File: src/rtl/urv_mem_arbiter_if.sv
// rtl/urv_mem_arbiter_if.sv - fetch, data, host and RAM signal bundle for urv_mem_arbiter
interface urv_mem_arbiter_if #(
  parameter int g_addr_width = 16
);
  logic [31:0]             im_addr_i;
  logic [31:0]             im_data_o;
  logic                    im_valid_o;
  logic [31:0]             dm_addr_i;
  logic [31:0]             dm_data_s_i;
  logic [3:0]              dm_data_select_i;
  logic                    dm_load_i;
  logic                    dm_store_i;
  logic                    dm_ready_o;
  logic [31:0]             dm_data_l_o;
  logic                    dm_load_done_o;
  logic                    dm_store_done_o;
  logic                    host_req_i;
  logic                    host_we_i;
  logic [31:0]             host_addr_i;
  logic [31:0]             host_data_i;
  logic                    host_ack_o;
  logic [31:0]             host_data_o;
  logic [g_addr_width-1:0] mem_addr_o;
  logic [31:0]             mem_data_o;
  logic [3:0]              mem_be_o;
  logic                    mem_we_o;
  logic [31:0]             mem_data_i;

  modport master (
    output im_addr_i, dm_addr_i, dm_data_s_i, dm_data_select_i, dm_load_i, dm_store_i,
    output host_req_i, host_we_i, host_addr_i, host_data_i, mem_data_i,
    input  im_data_o, im_valid_o, dm_ready_o, dm_data_l_o, dm_load_done_o, dm_store_done_o,
    input  host_ack_o, host_data_o, mem_addr_o, mem_data_o, mem_be_o, mem_we_o
  );

  modport slave (
    input  im_addr_i, dm_addr_i, dm_data_s_i, dm_data_select_i, dm_load_i, dm_store_i,
    input  host_req_i, host_we_i, host_addr_i, host_data_i, mem_data_i,
    output im_data_o, im_valid_o, dm_ready_o, dm_data_l_o, dm_load_done_o, dm_store_done_o,
    output host_ack_o, host_data_o, mem_addr_o, mem_data_o, mem_be_o, mem_we_o
  );
endinterface

File: src/rtl/urv_mem_arbiter.sv
// rtl/urv_mem_arbiter.sv - single-port RAM arbiter: data > host > fetch, with fetch starvation guard
module urv_mem_arbiter #(
  parameter int g_mem_words          = 65536,
  parameter int g_addr_width         = 16,
  parameter int g_fetch_starve_limit = 4
) (
  input  logic                    clk_i,
  input  logic                    rst_i,
  urv_mem_arbiter_if.slave        bus
);
  localparam int AW = g_addr_width;
  localparam logic [AW-1:0] ADDR_MASK = AW'(g_mem_words - 1);
  localparam logic [3:0]    LIMIT     = 4'(g_fetch_starve_limit);

  typedef enum logic [2:0] {S_IDLE, S_FETCH, S_LOAD, S_STORE, S_HOST} state_t;

  state_t          last_q, grant;
  logic [3:0]      starve_cnt;
  logic            ready_q;
  logic            pend_valid, pend_we;
  logic [AW-1:0]   pend_addr, fetch_word_q;
  logic [31:0]     pend_data;
  logic [3:0]      pend_be;

  logic            new_acc, data_req, d_we;
  logic [AW-1:0]   d_addr, m_addr;
  logic [31:0]     d_data, m_data;
  logic [3:0]      d_be, m_be;
  logic            m_we;

  function automatic logic [AW-1:0] word_of(input logic [31:0] byte_addr);
    return byte_addr[AW+1:2] & ADDR_MASK;
  endfunction

  always_comb begin
    new_acc  = ready_q & (bus.dm_load_i | bus.dm_store_i);
    data_req = new_acc | pend_valid;
    // a simultaneous load is dropped: dm_store_i alone decides the direction
    d_we     = pend_valid ? pend_we   : bus.dm_store_i;
    d_addr   = pend_valid ? pend_addr : word_of(bus.dm_addr_i);
    d_data   = pend_valid ? pend_data : bus.dm_data_s_i;
    d_be     = pend_valid ? pend_be   : (bus.dm_store_i ? bus.dm_data_select_i : 4'hF);

    grant = S_FETCH;
    if (starve_cnt == LIMIT)                        grant = S_FETCH;
    else if (data_req)                              grant = d_we ? S_STORE : S_LOAD;
    else if (bus.host_req_i && last_q != S_HOST)    grant = S_HOST;

    m_addr = word_of(bus.im_addr_i);
    m_data = '0;
    m_be   = 4'hF;
    m_we   = 1'b0;
    case (grant)
      S_LOAD, S_STORE: begin
        m_addr = d_addr;
        m_data = d_data;
        m_be   = d_be;
        m_we   = d_we;
      end
      S_HOST: begin
        m_addr = word_of(bus.host_addr_i);
        m_data = bus.host_data_i;
        m_we   = bus.host_we_i;
      end
      default: ;
    endcase
  end

  assign bus.mem_addr_o = rst_i ? '0 : m_addr;
  assign bus.mem_data_o = rst_i ? '0 : m_data;
  assign bus.mem_be_o   = rst_i ? '0 : m_be;
  assign bus.mem_we_o   = rst_i ? 1'b0 : m_we;

  always_ff @(posedge clk_i) begin
    if (rst_i) begin
      last_q       <= S_IDLE;
      starve_cnt   <= '0;
      ready_q      <= 1'b1;
      pend_valid   <= 1'b0;
      pend_we      <= 1'b0;
      pend_addr    <= '0;
      pend_data    <= '0;
      pend_be      <= '0;
      fetch_word_q <= '0;
    end else begin
      last_q <= grant;
      if (grant == S_FETCH) begin
        starve_cnt   <= '0;
        fetch_word_q <= word_of(bus.im_addr_i);
      end else if (starve_cnt != LIMIT) begin
        starve_cnt <= starve_cnt + 4'd1;
      end
      // an accepted pulse that lost to a forced fetch waits here for the next cycle
      if (grant == S_LOAD || grant == S_STORE) begin
        pend_valid <= 1'b0;
      end else if (new_acc) begin
        pend_valid <= 1'b1;
        pend_we    <= d_we;
        pend_addr  <= d_addr;
        pend_data  <= d_data;
        pend_be    <= d_be;
      end
      ready_q <= !(data_req && grant != S_LOAD && grant != S_STORE);
    end
  end

  assign bus.dm_ready_o      = ready_q;
  assign bus.dm_load_done_o  = (last_q == S_LOAD);
  assign bus.dm_store_done_o = (last_q == S_STORE);
  assign bus.dm_data_l_o     = bus.dm_load_done_o ? bus.mem_data_i : '0;
  assign bus.host_ack_o      = (last_q == S_HOST);
  assign bus.host_data_o     = bus.host_ack_o ? bus.mem_data_i : '0;
  assign bus.im_valid_o      = (last_q == S_FETCH) && (word_of(bus.im_addr_i) == fetch_word_q);
  assign bus.im_data_o       = bus.im_valid_o ? bus.mem_data_i : '0;

  logic unused_addr_bits;
  assign unused_addr_bits = ^{bus.im_addr_i[31:AW+2], bus.im_addr_i[1:0],
                              bus.dm_addr_i[31:AW+2], bus.dm_addr_i[1:0],
                              bus.host_addr_i[31:AW+2], bus.host_addr_i[1:0]};
endmodule

File: src/flat_wrapper.sv
// flat-port wrapper written by rule: the top's interface ports become plain ports
module urv_mem_arbiter_flat 
#(
  parameter int g_mem_words          = 65536,
  parameter int g_addr_width         = 16,
  parameter int g_fetch_starve_limit = 4
)
  (clk_i, rst_i, bus_im_addr_i, bus_dm_addr_i, bus_dm_data_s_i, bus_dm_data_select_i, bus_dm_load_i, bus_dm_store_i, bus_host_req_i, bus_host_we_i, bus_host_addr_i, bus_host_data_i, bus_mem_data_i, bus_im_data_o, bus_im_valid_o, bus_dm_ready_o, bus_dm_data_l_o, bus_dm_load_done_o, bus_dm_store_done_o, bus_host_ack_o, bus_host_data_o, bus_mem_addr_o, bus_mem_data_o, bus_mem_be_o, bus_mem_we_o);
  urv_mem_arbiter_if #(.g_addr_width(g_addr_width)) bus_i ();
  input  logic clk_i;
  input  logic rst_i;
  input wire logic [$bits(bus_i.im_addr_i)-1:0] bus_im_addr_i;
  input wire logic [$bits(bus_i.dm_addr_i)-1:0] bus_dm_addr_i;
  input wire logic [$bits(bus_i.dm_data_s_i)-1:0] bus_dm_data_s_i;
  input wire logic [$bits(bus_i.dm_data_select_i)-1:0] bus_dm_data_select_i;
  input wire logic [$bits(bus_i.dm_load_i)-1:0] bus_dm_load_i;
  input wire logic [$bits(bus_i.dm_store_i)-1:0] bus_dm_store_i;
  input wire logic [$bits(bus_i.host_req_i)-1:0] bus_host_req_i;
  input wire logic [$bits(bus_i.host_we_i)-1:0] bus_host_we_i;
  input wire logic [$bits(bus_i.host_addr_i)-1:0] bus_host_addr_i;
  input wire logic [$bits(bus_i.host_data_i)-1:0] bus_host_data_i;
  input wire logic [$bits(bus_i.mem_data_i)-1:0] bus_mem_data_i;
  output wire logic [$bits(bus_i.im_data_o)-1:0] bus_im_data_o;
  output wire logic [$bits(bus_i.im_valid_o)-1:0] bus_im_valid_o;
  output wire logic [$bits(bus_i.dm_ready_o)-1:0] bus_dm_ready_o;
  output wire logic [$bits(bus_i.dm_data_l_o)-1:0] bus_dm_data_l_o;
  output wire logic [$bits(bus_i.dm_load_done_o)-1:0] bus_dm_load_done_o;
  output wire logic [$bits(bus_i.dm_store_done_o)-1:0] bus_dm_store_done_o;
  output wire logic [$bits(bus_i.host_ack_o)-1:0] bus_host_ack_o;
  output wire logic [$bits(bus_i.host_data_o)-1:0] bus_host_data_o;
  output wire logic [$bits(bus_i.mem_addr_o)-1:0] bus_mem_addr_o;
  output wire logic [$bits(bus_i.mem_data_o)-1:0] bus_mem_data_o;
  output wire logic [$bits(bus_i.mem_be_o)-1:0] bus_mem_be_o;
  output wire logic [$bits(bus_i.mem_we_o)-1:0] bus_mem_we_o;
  assign bus_i.im_addr_i = bus_im_addr_i;
  assign bus_i.dm_addr_i = bus_dm_addr_i;
  assign bus_i.dm_data_s_i = bus_dm_data_s_i;
  assign bus_i.dm_data_select_i = bus_dm_data_select_i;
  assign bus_i.dm_load_i = bus_dm_load_i;
  assign bus_i.dm_store_i = bus_dm_store_i;
  assign bus_i.host_req_i = bus_host_req_i;
  assign bus_i.host_we_i = bus_host_we_i;
  assign bus_i.host_addr_i = bus_host_addr_i;
  assign bus_i.host_data_i = bus_host_data_i;
  assign bus_i.mem_data_i = bus_mem_data_i;
  assign bus_im_data_o = bus_i.im_data_o;
  assign bus_im_valid_o = bus_i.im_valid_o;
  assign bus_dm_ready_o = bus_i.dm_ready_o;
  assign bus_dm_data_l_o = bus_i.dm_data_l_o;
  assign bus_dm_load_done_o = bus_i.dm_load_done_o;
  assign bus_dm_store_done_o = bus_i.dm_store_done_o;
  assign bus_host_ack_o = bus_i.host_ack_o;
  assign bus_host_data_o = bus_i.host_data_o;
  assign bus_mem_addr_o = bus_i.mem_addr_o;
  assign bus_mem_data_o = bus_i.mem_data_o;
  assign bus_mem_be_o = bus_i.mem_be_o;
  assign bus_mem_we_o = bus_i.mem_we_o;
  urv_mem_arbiter #(.g_mem_words(g_mem_words), .g_addr_width(g_addr_width), .g_fetch_starve_limit(g_fetch_starve_limit)) u_core (.clk_i(clk_i), .rst_i(rst_i), .bus(bus_i));
endmodule
File: config.mk
export PLATFORM = sky130hd
export DESIGN_NAME = urv_mem_arbiter_flat
export DESIGN_NICKNAME = d
export VERILOG_FILES = /design/src/rtl/urv_mem_arbiter_if.sv /design/src/rtl/urv_mem_arbiter.sv /design/src/flat_wrapper.sv
export SDC_FILE = /design/constraint.sdc
export NUM_CORES = 1
export LEC_CHECK = 0
export CAP_MARGIN = 20
export CORE_AREA = 2 2 140 142
export CTS_CLUSTER_DIAMETER = 120
export CTS_CLUSTER_SIZE = 8
export DETAILED_ROUTE_END_ITERATION = 16
export DIE_AREA = 0 0 142 144
export HOLD_SLACK_MARGIN = 0.15
export PLACE_DENSITY = 0.67
export RECOVER_POWER = 100
export SLEW_MARGIN = 10
export SYNTH_ARGS = -nofsm -noshare
export SYNTH_HDL_FRONTEND = slang
export SYNTH_SLANG_ARGS = --single-unit
export TNS_END_PERCENT = 1
File: constraint.sdc
create_clock -name clk_i -period 2.67 [get_ports clk_i]
set_input_delay 0.4005 -clock clk_i [delete_from_list [all_inputs] [get_ports clk_i]]
set_output_delay 0.4005 -clock clk_i [all_outputs]
set_load 0.01 [all_outputs]
==> impl_metrics.env <==
export IMPL_holdBufCountCts=0
export IMPL_muxShareOfSynthArea_pct=11.67
export IMPL_rows=51
export IMPL_setup_viol=58
export IMPL_wl_um=19180
export IMPL_peakVddDrop_v=0.0002905
export IMPL_synth_xor_area_share_pct=2.985
export IMPL_synth_simple_area_share_pct=27.35
export IMPL_synth_top_flop_cell="dfxtp_1"
export IMPL_synth_seq_cells=78
export IMPL_die_h_um=144
export IMPL_synth_area_per_cell_um2=7.556
export IMPL_outcome="finished, violations left"
export IMPL_cts_tree="built"
export IMPL_crit_fanout=33
export IMPL_criticalPathCategory="input pin to output pin"
export IMPL_netlist_top_cells_area="dfxtp_1 31%, mux2i_1 11%, nand2_1 11%, and2_1 8.3%, a21oi_1 5.5%"
export IMPL_clk_latency_ns=0.34
export IMPL_fin_crit_ns=2.922
export IMPL_synth_top_family_by_area="simple AND/OR/NAND/NOR gates"
export IMPL_gr_total_overflow=0
export IMPL_finalNonFillerCells=1229
export IMPL_power_density_nw_per_um2=397.8
export IMPL_synth_edff_count=0
export IMPL_synth_top_area_cell="dfxtp_1"
export IMPL_fin_ws_ns=-0.2522
export IMPL_cts_made_buffers=9
export IMPL_end_kind="output pin"
export IMPL_fp_dieW_um=142
export IMPL_core_area_um2=19080
export IMPL_synth_fa_ha_area_share_pct=0.5018
export IMPL_cts_root_buf="clkbuf_16"
export IMPL_cts_buffer_depth=2
export IMPL_p_leak_nw=3.487
export IMPL_fill_cells=1958
export IMPL_gp_congestion=0.7814
export IMPL_total_power_w=0.003456
export IMPL_syn_area_um2=4987
export IMPL_ys_types=44
export IMPL_drive_above_1_share_pct=13.48
export IMPL_vias=5595
export IMPL_first_global_vias=5222
export IMPL_yosys_warnings=0
export IMPL_dpl_cell_count=1210
export IMPL_nets=1187
export IMPL_seq_area_frac_synth_pct=31.31
export IMPL_wl_per_cell_um=15.61
export IMPL_synth_compound_area_share_pct=16.71
export IMPL_port_buffer_count=307
export IMPL_clk_pin_slew_ns=0.06
export IMPL_violations="negative setup slack"
export IMPL_finalClockSkew_ns=0.006850
export IMPL_grt_setup_unrepaired="true"
export IMPL_clock_sinks=78
export IMPL_final_cell_mix="230 x clkdlybuf4s50_1, 144 x nand2_1, 77 x dfxtp_1"
export IMPL_period_share_pct=109.4
export IMPL_hpwl_um=15310
export IMPL_final_common_cell="clkdlybuf4s50_1"
export IMPL_die_area_um2=20450
export IMPL_detail_route_first_pass_iterations=4
export IMPL_drv_slew=0
export IMPL_fmax_mhz=342.2
export IMPL_area_growth_pct=74.23
export IMPL_synth_top_area_share_pct=31.31
export IMPL_hold_ws_ns=0.4242
export IMPL_synth_cells=660
export IMPL_tightest_slew_ns=0.9563
export IMPL_viasPerCell=4.552
export IMPL_grt_total_usage_pct=18.12
export IMPL_initial_core_util_pct=26.14
export IMPL_start_kind="input pin"
export IMPL_arrival_ns=2.52
export IMPL_min_path_type="input pin to flop"
export IMPL_worstPathRequired_ns=2.27
export IMPL_post_cts_buffers=0
export IMPL_maxSlewHeadroom_pct=36.25
export IMPL_syn_nets=864
export IMPL_hold_viol_final=0
export IMPL_drv_cap=0
export IMPL_first_iter_violations=224
export IMPL_drc=0
export IMPL_antenna_found_initial=4
export IMPL_grt_pass1_wl_um=28900
export IMPL_async_reset_ff_share_pct=0
export IMPL_num_io_pins=356
export IMPL_grt_start_max_net_pins=45
export IMPL_antenna_left=0
export IMPL_htreeDepth=3
[synthesized netlist by cell type, types with 3 or more instances]
cell and number:
buf_6 9, a22o_1 17, nor4_1 3, clkbuf_1 23, inv_1 52, a21oi_1 55
nor3_1 35, o221ai_2 8, mux2i_1 57, o221ai_1 8, xnor2_1 4, dfxtp_1 78
o21ai_0 29, xor2_1 13, nand2_1 144, nor2_1 8, and2_1 66, nand2b_1 3
buf_2 15, o21ai_1 4
[kinds of logic (layout without fill, tap and decap cells)]
kind of cell | after synthesis | after routing
and+or+nand+nor | 277 | 277
AOI/OAI and AO/OA | 127 | 127
buffers and inverters | 101 | 428
DFF | 78 | 78
muxes | 58 | 58
xor gates and xnor gates | 17 | 17
adders and majority gates | 2 | 2
other | 0 | 4
[where the power goes]
part | leakage [nW] | internal, W | switching (W)
logic | 2.72 | 0.000578 | 0.000477
registers | 0.632 | 0.00122 | 0.0000383
clock network | 0.133 | 0.000675 | 0.000466
[final timing paths]
check	startpoint	end	slack, ns	depth (start not counted)
hold reg to reg	u_core.pend_addr[7]$_SDFFE_PP0P_	u_core.pend_addr[7]$_SDFFE_PP0P_	0.45	2
setup / recovery	bus_im_addr_i[14]	bus_im_data_o[6]	-0.25	8
hold / removal	rst_i	u_core.pend_addr[13]$_SDFFE_PP0P_	0.42	3
setup reg to reg	u_core.starve_cnt[0]$_SDFFE_PP0P_	u_core.pend_addr[1]$_SDFFE_PP0P_	0.44	9
[per-stage QoR]
| stage | util (%) | setup TNS (ns) | setup slack, ns | area (um^2) |
|---|---|---|---|---|
| 2_1_floorplan | - | 0 | 0.5569 | 4987 |
| 3_3_place_gp | 45.12 | -22.97 | -0.4421 | 8608 |
| 5_1_grt | 45.50 | -21.25 | -0.3559 | 8682 |
| 3_5_place_dp | 45.12 | -23.78 | -0.4588 | 8608 |
| 4_1_cts | 46.40 | -6.370 | -0.2535 | 8852 |
| 6_report | 45.54 | -6.372 | -0.2522 | 8690 |
[final cells by class]
class | instances | area (um^2) | area share, %
Antenna cell | 4 | 10.01 | 0.1152
Clock buffer | 14 | 264.0 | 3.038
Clock inverter | 1 | 5.005 | 0.05760
Inverter | 52 | 195.2 | 2.246
Multi-Input combinational cell | 481 | 2973 | 34.21
Sequential cell | 78 | 1565 | 18.01
Tap cell | 238 | 297.8 | 3.427
Timing Repair Buffer | 361 | 3379 | 38.89
[state kept, by name, indices dropped and copies added, names as in the netlist]
name,cells
u_core.pend_data,32
u_core.pend_be,4
u_core.bus.dm_ready_o,1
u_core.pend_addr,16
u_core.fetch_word_q,16
u_core.starve_cnt,4
u_core.pend_valid,1
u_core.last_q,3
u_core.pend_we,1
[timing repair]
item,in CTS,in global routing
pin swaps,1,2
endpoints found under the setup margin,83,86
gates resized for setup,180,51
[critical path, cell delays in order]
cell             delay (ns)
clkdlybuf4s50_1        0.44
xor2_1                 0.18
nor4_2                 0.30
buf_4                  0.15
nand4_1                0.10
buf_6                  0.21
nor3_1                 0.16
clkdlybuf4s50_1        0.57
[layer usage]
layer  global-route usage (%)  routed length [um]
met5                        0                   0
met4                    5.895                 280
met3                    4.735                1419
met2                    32.57                9923
met1                    20.97                7561
Power figures use the tool's default switching activity.
